**src/rtl/tls_sess_sched.sv**
```systemverilog
// Session scheduler for the TLS classifier: round-robin grants one requester per
// 4-packet session, streams fixed 32-beat windows and reports the verdict or a stall abort.
//
// state       | meaning
// S_IDLE      | arbitrate among i_req, rr pointer picks first set bit after last winner
// S_WAIT_PKT  | session granted, waiting for i_req_vld of the granted requester
// S_STREAM    | 32-cycle packet window, beats then zero padding
// S_CAPTURE   | sample classifier verdict after beat 32 of packet 4
// S_FLUSH     | requester stalled: drive pkt 4 / cycle 32 to clear the classifier
// S_FLUSH_RPT | report the aborted session
module tls_sess_sched #(
   parameter int N_REQ       = 4,
   parameter int TIMEOUT_CYC = 1024,
   parameter int CNT_W       = 11
) (
   input  logic                 i_clk,
   input  logic                 i_rst,
   input  logic [N_REQ-1:0]     i_req,
   input  logic [N_REQ-1:0]     i_req_vld,
   input  logic [64*N_REQ-1:0]  i_req_data,
   input  logic [8*N_REQ-1:0]   i_req_len,
   input  logic [8*N_REQ-1:0]   i_req_proto,
   input  logic [8*N_REQ-1:0]   i_req_flow_id,
   output logic [N_REQ-1:0]     o_gnt,
   output logic [N_REQ-1:0]     o_rd_en,
   output logic                 o_pkt_data_valid,
   output logic [63:0]          o_pkt_data,
   output logic [7:0]           o_pkt_len,
   output logic [2:0]           o_pkt_num,
   output logic [7:0]           o_pkt_protocol,
   output logic [5:0]           o_pkt_cycle_cnt,
   output logic [7:0]           o_flow_id,
   input  logic [2:0]           i_flow_type,
   output logic                 o_res_valid,
   output logic [2:0]           o_res_type,
   output logic [7:0]           o_res_flow_id,
   output logic [2:0]           o_res_req,
   output logic                 o_res_timeout
);

   typedef enum logic [2:0] {
      S_IDLE, S_WAIT_PKT, S_STREAM, S_CAPTURE, S_FLUSH, S_FLUSH_RPT
   } state_t;

   state_t             state_q, state_d;
   logic [N_REQ-1:0]   gnt_q, gnt_d;
   logic [2:0]         gidx_q, gidx_d;
   logic [2:0]         rr_q, rr_d;
   logic [2:0]         pkt_num_q, pkt_num_d;
   logic [5:0]         cycle_q, cycle_d;
   logic [5:0]         beats_q, beats_d;
   logic [CNT_W-1:0]   to_q, to_d;
   logic [7:0]         len_q, len_d;
   logic [7:0]         proto_q, proto_d;
   logic [7:0]         flow_q, flow_d;
   logic               streamed_q, streamed_d;
   logic               res_valid_q, res_valid_d;
   logic [2:0]         res_type_q, res_type_d;
   logic [7:0]         res_flow_q, res_flow_d;
   logic [2:0]         res_req_q, res_req_d;
   logic               res_to_q, res_to_d;

   logic               sel_vld;
   logic [63:0]        sel_data;
   logic [7:0]         sel_len, sel_proto, sel_flow;
   logic               win_found;
   logic [2:0]         win_idx;
   logic [8:0]         len_up;

   always_comb begin
      sel_vld   = 1'b0;
      sel_data  = '0;
      sel_len   = '0;
      sel_proto = '0;
      sel_flow  = '0;
      for (int i = 0; i < N_REQ; i++) begin
         if (gidx_q == 3'(i)) begin
            sel_vld   = i_req_vld[i];
            sel_data  = i_req_data[i*64 +: 64];
            sel_len   = i_req_len[i*8 +: 8];
            sel_proto = i_req_proto[i*8 +: 8];
            sel_flow  = i_req_flow_id[i*8 +: 8];
         end
      end
   end

   // Two passes give "first set bit after rr_q" with wrap-around.
   always_comb begin
      win_found = 1'b0;
      win_idx   = '0;
      for (int j = 0; j < N_REQ; j++) begin
         if (!win_found && i_req[j] && (3'(j) > rr_q)) begin
            win_found = 1'b1;
            win_idx   = 3'(j);
         end
      end
      for (int j = 0; j < N_REQ; j++) begin
         if (!win_found && i_req[j] && (3'(j) <= rr_q)) begin
            win_found = 1'b1;
            win_idx   = 3'(j);
         end
      end
   end

   assign len_up = {1'b0, sel_len} + 9'd7;

   always_comb begin
      state_d     = state_q;
      gnt_d       = gnt_q;
      gidx_d      = gidx_q;
      rr_d        = rr_q;
      pkt_num_d   = pkt_num_q;
      cycle_d     = cycle_q;
      beats_d     = beats_q;
      to_d        = to_q;
      len_d       = len_q;
      proto_d     = proto_q;
      flow_d      = flow_q;
      streamed_d  = streamed_q;
      res_valid_d = 1'b0;
      res_type_d  = res_type_q;
      res_flow_d  = res_flow_q;
      res_req_d   = res_req_q;
      res_to_d    = res_to_q;

      o_rd_en          = '0;
      o_pkt_data_valid = 1'b0;
      o_pkt_data       = '0;
      o_pkt_len        = '0;
      o_pkt_num        = '0;
      o_pkt_protocol   = '0;
      o_pkt_cycle_cnt  = '0;
      o_flow_id        = '0;

      unique case (state_q)
         S_IDLE: begin
            if (win_found) begin
               gnt_d      = N_REQ'(1) << win_idx;
               gidx_d     = win_idx;
               rr_d       = win_idx;
               pkt_num_d  = 3'd1;
               to_d       = '0;
               streamed_d = 1'b0;
               state_d    = S_WAIT_PKT;
            end
         end
         S_WAIT_PKT: begin
            if (sel_vld) begin
               len_d      = sel_len;
               proto_d    = sel_proto;
               flow_d     = sel_flow;
               beats_d    = 6'(len_up >> 3);
               cycle_d    = 6'd1;
               streamed_d = 1'b1;
               state_d    = S_STREAM;
            end else if (to_q == CNT_W'(TIMEOUT_CYC-1)) begin
               state_d = S_FLUSH;
            end else begin
               to_d = to_q + CNT_W'(1);
            end
         end
         S_STREAM: begin
            o_pkt_cycle_cnt = cycle_q;
            o_pkt_num       = pkt_num_q;
            o_pkt_len       = len_q;
            o_pkt_protocol  = proto_q;
            o_flow_id       = flow_q;
            if (cycle_q <= beats_q) begin
               o_pkt_data_valid = 1'b1;
               o_pkt_data       = sel_data;
               o_rd_en          = gnt_q;
            end
            if (cycle_q == 6'd32) begin
               cycle_d = '0;
               if (pkt_num_q == 3'd4) begin
                  state_d = S_CAPTURE;
               end else begin
                  pkt_num_d = pkt_num_q + 3'd1;
                  to_d      = '0;
                  state_d   = S_WAIT_PKT;
               end
            end else begin
               cycle_d = cycle_q + 6'd1;
            end
         end
         S_CAPTURE: begin
            // The classifier clears on this same edge, so the verdict must be taken now.
            res_valid_d = 1'b1;
            res_type_d  = i_flow_type;
            res_flow_d  = flow_q;
            res_req_d   = gidx_q;
            res_to_d    = 1'b0;
            gnt_d       = '0;
            pkt_num_d   = '0;
            state_d     = S_IDLE;
         end
         S_FLUSH: begin
            o_pkt_num       = 3'd4;
            o_pkt_cycle_cnt = 6'd32;
            res_valid_d     = 1'b1;
            res_type_d      = '0;
            res_flow_d      = streamed_q ? flow_q : sel_flow;
            res_req_d       = gidx_q;
            res_to_d        = 1'b1;
            state_d         = S_FLUSH_RPT;
         end
         S_FLUSH_RPT: begin
            gnt_d     = '0;
            pkt_num_d = '0;
            state_d   = S_IDLE;
         end
         default: state_d = S_IDLE;
      endcase
   end

   always_ff @(posedge i_clk or posedge i_rst) begin
      if (i_rst) begin
         state_q     <= S_IDLE;
         gnt_q       <= '0;
         gidx_q      <= '0;
         rr_q        <= 3'(N_REQ-1);
         pkt_num_q   <= '0;
         cycle_q     <= '0;
         beats_q     <= '0;
         to_q        <= '0;
         len_q       <= '0;
         proto_q     <= '0;
         flow_q      <= '0;
         streamed_q  <= 1'b0;
         res_valid_q <= 1'b0;
         res_type_q  <= '0;
         res_flow_q  <= '0;
         res_req_q   <= '0;
         res_to_q    <= 1'b0;
      end else begin
         state_q     <= state_d;
         gnt_q       <= gnt_d;
         gidx_q      <= gidx_d;
         rr_q        <= rr_d;
         pkt_num_q   <= pkt_num_d;
         cycle_q     <= cycle_d;
         beats_q     <= beats_d;
         to_q        <= to_d;
         len_q       <= len_d;
         proto_q     <= proto_d;
         flow_q      <= flow_d;
         streamed_q  <= streamed_d;
         res_valid_q <= res_valid_d;
         res_type_q  <= res_type_d;
         res_flow_q  <= res_flow_d;
         res_req_q   <= res_req_d;
         res_to_q    <= res_to_d;
      end
   end

   assign o_gnt         = gnt_q;
   assign o_res_valid   = res_valid_q;
   assign o_res_type    = res_type_q;
   assign o_res_flow_id = res_flow_q;
   assign o_res_req     = res_req_q;
   assign o_res_timeout = res_to_q;

endmodule

```
**config.mk**
```make
export PLATFORM = sky130hd
export DESIGN_NAME = tls_sess_sched
export DESIGN_NICKNAME = d
export VERILOG_FILES = /design/src/rtl/tls_sess_sched.sv
export SDC_FILE = /design/constraint.sdc
export NUM_CORES = 1
export LEC_CHECK = 0
export BUFFER_PORTS_ARGS = -buffer_cell sky130_fd_sc_hd__buf_2
export CELL_PAD_IN_SITES_DETAIL_PLACEMENT = 1
export CELL_PAD_IN_SITES_GLOBAL_PLACEMENT = 2
export CORE_AREA = 3 3 188 190
export CTS_BUF_LIST = sky130_fd_sc_hd__clkbuf_4
export CTS_CLUSTER_SIZE = 8
export DETAILED_ROUTE_END_ITERATION = 12
export DIE_AREA = 0 0 191 193
export GPL_ROUTABILITY_DRIVEN = 0
export PLACE_DENSITY = 0.7
export SLEW_MARGIN = 10
export SYNTH_ARGS = -nofsm -noshare
export SYNTH_HDL_FRONTEND = slang
export SYNTH_SLANG_ARGS = --single-unit
```
**constraint.sdc**
```tcl
create_clock -name i_clk -period 5.63 [get_ports i_clk]
set_input_delay 0.2815 -clock i_clk [delete_from_list [all_inputs] [get_ports i_clk]]
set_output_delay 0.2815 -clock i_clk [all_outputs]
set_load 0.02 [all_outputs]
```
==> results.txt <==
GRT overflow -> 0
Post-route non-filler standard cell count -> 1568
Initial core utilization -> 0.198
Die height -> 193 um
First DRT Iteration DRCs -> 265
Top cells by area, synth -> mux4_2 30%, dfrtp_1 28%, nor3b_1 7.8%
Vias in the first global route -> 7663
WL met3 -> 2.90 mm
H-Tree Depth -> 3
Largest net degree at the start of global routing -> 79
Setup TNS -> 0 ns
Final setup skew -> 0.0207 ns
DRT Pass-1 Iters -> 4
DP HPWL -> 29.3 mm
Largest area contributor in the synthesized netlist -> mux4_2
Synth-to-Final Area Change -> 46.4%
Startpoint Class -> flip-flop
Unique cell type count in the Yosys netlist -> 57
Crit path cell chain -> ha_1, nor2b_1, o21a_1, o21ai_0, a21oi_4, buf_4, nor3b_1, buf_2
Post-synthesis mux area share -> 0.308
Main flop type after synthesis -> dfrtp_1
F_max -> 311 MHz
Synth Register Bits -> 77
Vias -> 7373
Clk Latency, worst-skew pair -> 0.43 ns
Post-DR wirelength/cell -> 22.6 um
RSZ-0062 raised after global routing -> no
Final Hold Vio Count -> 0
Fraction of registers with async set or reset after synthesis -> 1.00
Core box area -> 33600 um^2
First-pass GRT wire length -> 49.7 mm
Mapped Cells -> 645
Synth Area in Adders -> 0.0206
Final count of pins violating max slew -> 0
Sequential share of the synthesized area -> 0.289
CTS max path bufs -> 2
# port buffers -> 485
CP Capture Type -> primary output
Post-DRT Antenna Nets -> 0
Crit Path Max Fanout -> 69
Met2 Wirelength -> 18.3 mm
CTS tree -> yes
Leak -> 0.00477 uW
Inst Count DP -> 1531
Pwr Density -> 471 nW/um^2
HP Class -> input pin to flip-flop
Final setup violation count -> 0
EDFF count, synth -> 0
Worst-path clk slew -> 0.14 ns
All-layer global routing usage -> 0.180
# IOs -> 487
NumNets Final -> 1471
Synth Area in Compound Gates -> 0.0940
WP data required -> 5.35 ns
Max VDD drop -> 0.000170 V
Post-Synth Simple-Gate Area -> 0.237
Syn_nets -> 1021
Rows -> 67
Routed met1 length -> 12.7 mm
Vias per inst -> 4.70
Clock sink count -> 77
Most instantiated library cell after synthesis -> nand2_1
Max Used Layer -> met5
Commonest cells post-synth -> 116 x nand2_1, 88 x mux4_2, 75 x dfrtp_1
Avg Cell Area, Syn -> 10.3 um^2
Rel. slew slack -> 0.230
Post-CTS Resized -> 0
Xor-xnor portion of the synthesized cell area -> 0.00526
DRC viols -> 0
WL final -> 35.4 mm
Die ar. -> 36900 um^2
Yosys top cell area share -> 0.297
Largest family of logic cells by synthesized area -> multiplexers
Cell Area, Synth -> 6670 um^2
Biggest cell delay along the critical path -> 0.47 ns
Layout cell share with drive strength beyond 1 -> 0.560
Post-CTS setup buffers -> 0
MaxCap Viol Count -> 0
Outcome -> completed
Root buffer selected by CTS -> clkbuf_4
Ys Warns -> 0
Initial antenna violation count -> 36
CTS Buf Count -> 9
Period utilisation layout -> 0.570
Min Tclk post-route -> 3.21 ns
Worst-Margin Slew -> 1.15 ns
CP max-delay cell -> dfrtp_1
Worst Path Arrival -> 2.93 ns
CP Class -> flip-flop to primary output
Die X -> 191 um
registers in the layout (all words and copies together) (netlist names):
| name | cells |
|---|---|
| gidx_q | 2 |
| o_res_req | 2 |
| state_q | 3 |
| o_gnt | 4 |
| rr_q | 2 |
| o_res_valid | 1 |
| to_q | 11 |
| pkt_num_q | 3 |
| cycle_q | 6 |
| streamed_q | 1 |
| o_res_type | 3 |
| beats_q | 6 |
| o_res_flow_id | 8 |
| proto_q | 8 |
| len_q | 8 |
| o_res_timeout | 1 |
| flow_q | 8 |
power breakdown:
part           internal, uW  switching, uW
registers               774            319
logic                  1350           1710
clock network           233            205
per-layer routing:
metal	global-route usage	vias up
met5	0	-
met4	0.0787	32
met3	0.0602	74
met2	0.316	298
met1	0.200	3623
li1	-	3346
cells in the final DEF (no fill, tap or decap), drive strengths merged, types with 4 or more instances in the layout:
cell type    n
buf        495
nand2      116
mux4        89
dfrtp       75
nor3b       70
and2        28
nor2        27
o21ai       25
diode       20
inv         14
a21oi       13
nand3       12
nand2b      11
ha          11
clkbuf      11
nor3        10
a22oi        9
o22ai        7
nor2b        6
a31oi        5
a21o         5
o31ai        4
what timing repair did:
action | 4_1_cts | 5_1_grt
setup endpoints to repair | 0 | 0
hold buffers | 1 | 0
hold endpoints to repair | 13 | 0
worst max-delay path, delay by kind of cell, from the launching register on:
family	cells	cell delay (ns)
buffers and inverters	2	0.58
AO/OA/AOI/OAI	3	0.56
AND/OR/NAND/NOR	2	0.47
flip-flops	1	0.47
adder cells (fa/ha/maj)	1	0.34
kinds of logic after synthesis:
group                    Yosys count
AO/OA/AOI/OAI                     93
XOR/XNOR                           4
adder cells (fa/ha/maj)           11
buffers and inverters             72
flip-flops                        77
multiplexers                      93
other                              1
AND/OR/NAND/NOR                  294
final cells by class:
cell class / count / area [um^2]
fillers: 4020 / 23900
diodes: 20 / 50.0
well taps: 448 / 561
repair buffers: 496 / 2510
flip-flops and latches: 77 / 1940
clock inverters: 5 / 98.8
inverters: 15 / 57.6
clock buffers: 11 / 82.6
multi-input cells: 496 / 4460
final timing paths:
path	start	end	slack (ns)	depth (start not counted)
max in group asynchronous	i_rst	gidx_q[1]	4.07	4
setup reg to reg	gidx_q[0]	beats_q[3]	2.67	3
hold / removal	i_flow_type[1]	o_res_type[1]	0.13	3
hold reg to reg	proto_q[7]	proto_q[7]	0.48	2
min in group asynchronous	i_rst	proto_q[4]	0.31	3
setup / recovery	cycle_q[1]	o_pkt_data[37]	2.42	8
per-stage QoR:
| stage | worst slack, ns | total power, uW | utilization | hold WS [ns] | cell area [um^2] |
|---|---|---|---|---|---|
| after floorplan | 3.15 | 3210 | - | 0.437 | 6670 |
| after global placement | 2.49 | 4180 | 0.283 | 0.223 | 9510 |
| after detailed placement | 2.52 | 4220 | 0.283 | 0.223 | 9510 |
| after CTS | 2.04 | 4680 | 0.289 | 0.0869 | 9700 |
| after global routing | 2.24 | 4960 | 0.290 | 0.101 | 9740 |
| final | 2.42 | 4590 | 0.290 | 0.129 | 9760 |
No activity file was read; power rests on OpenSTA's default activity.
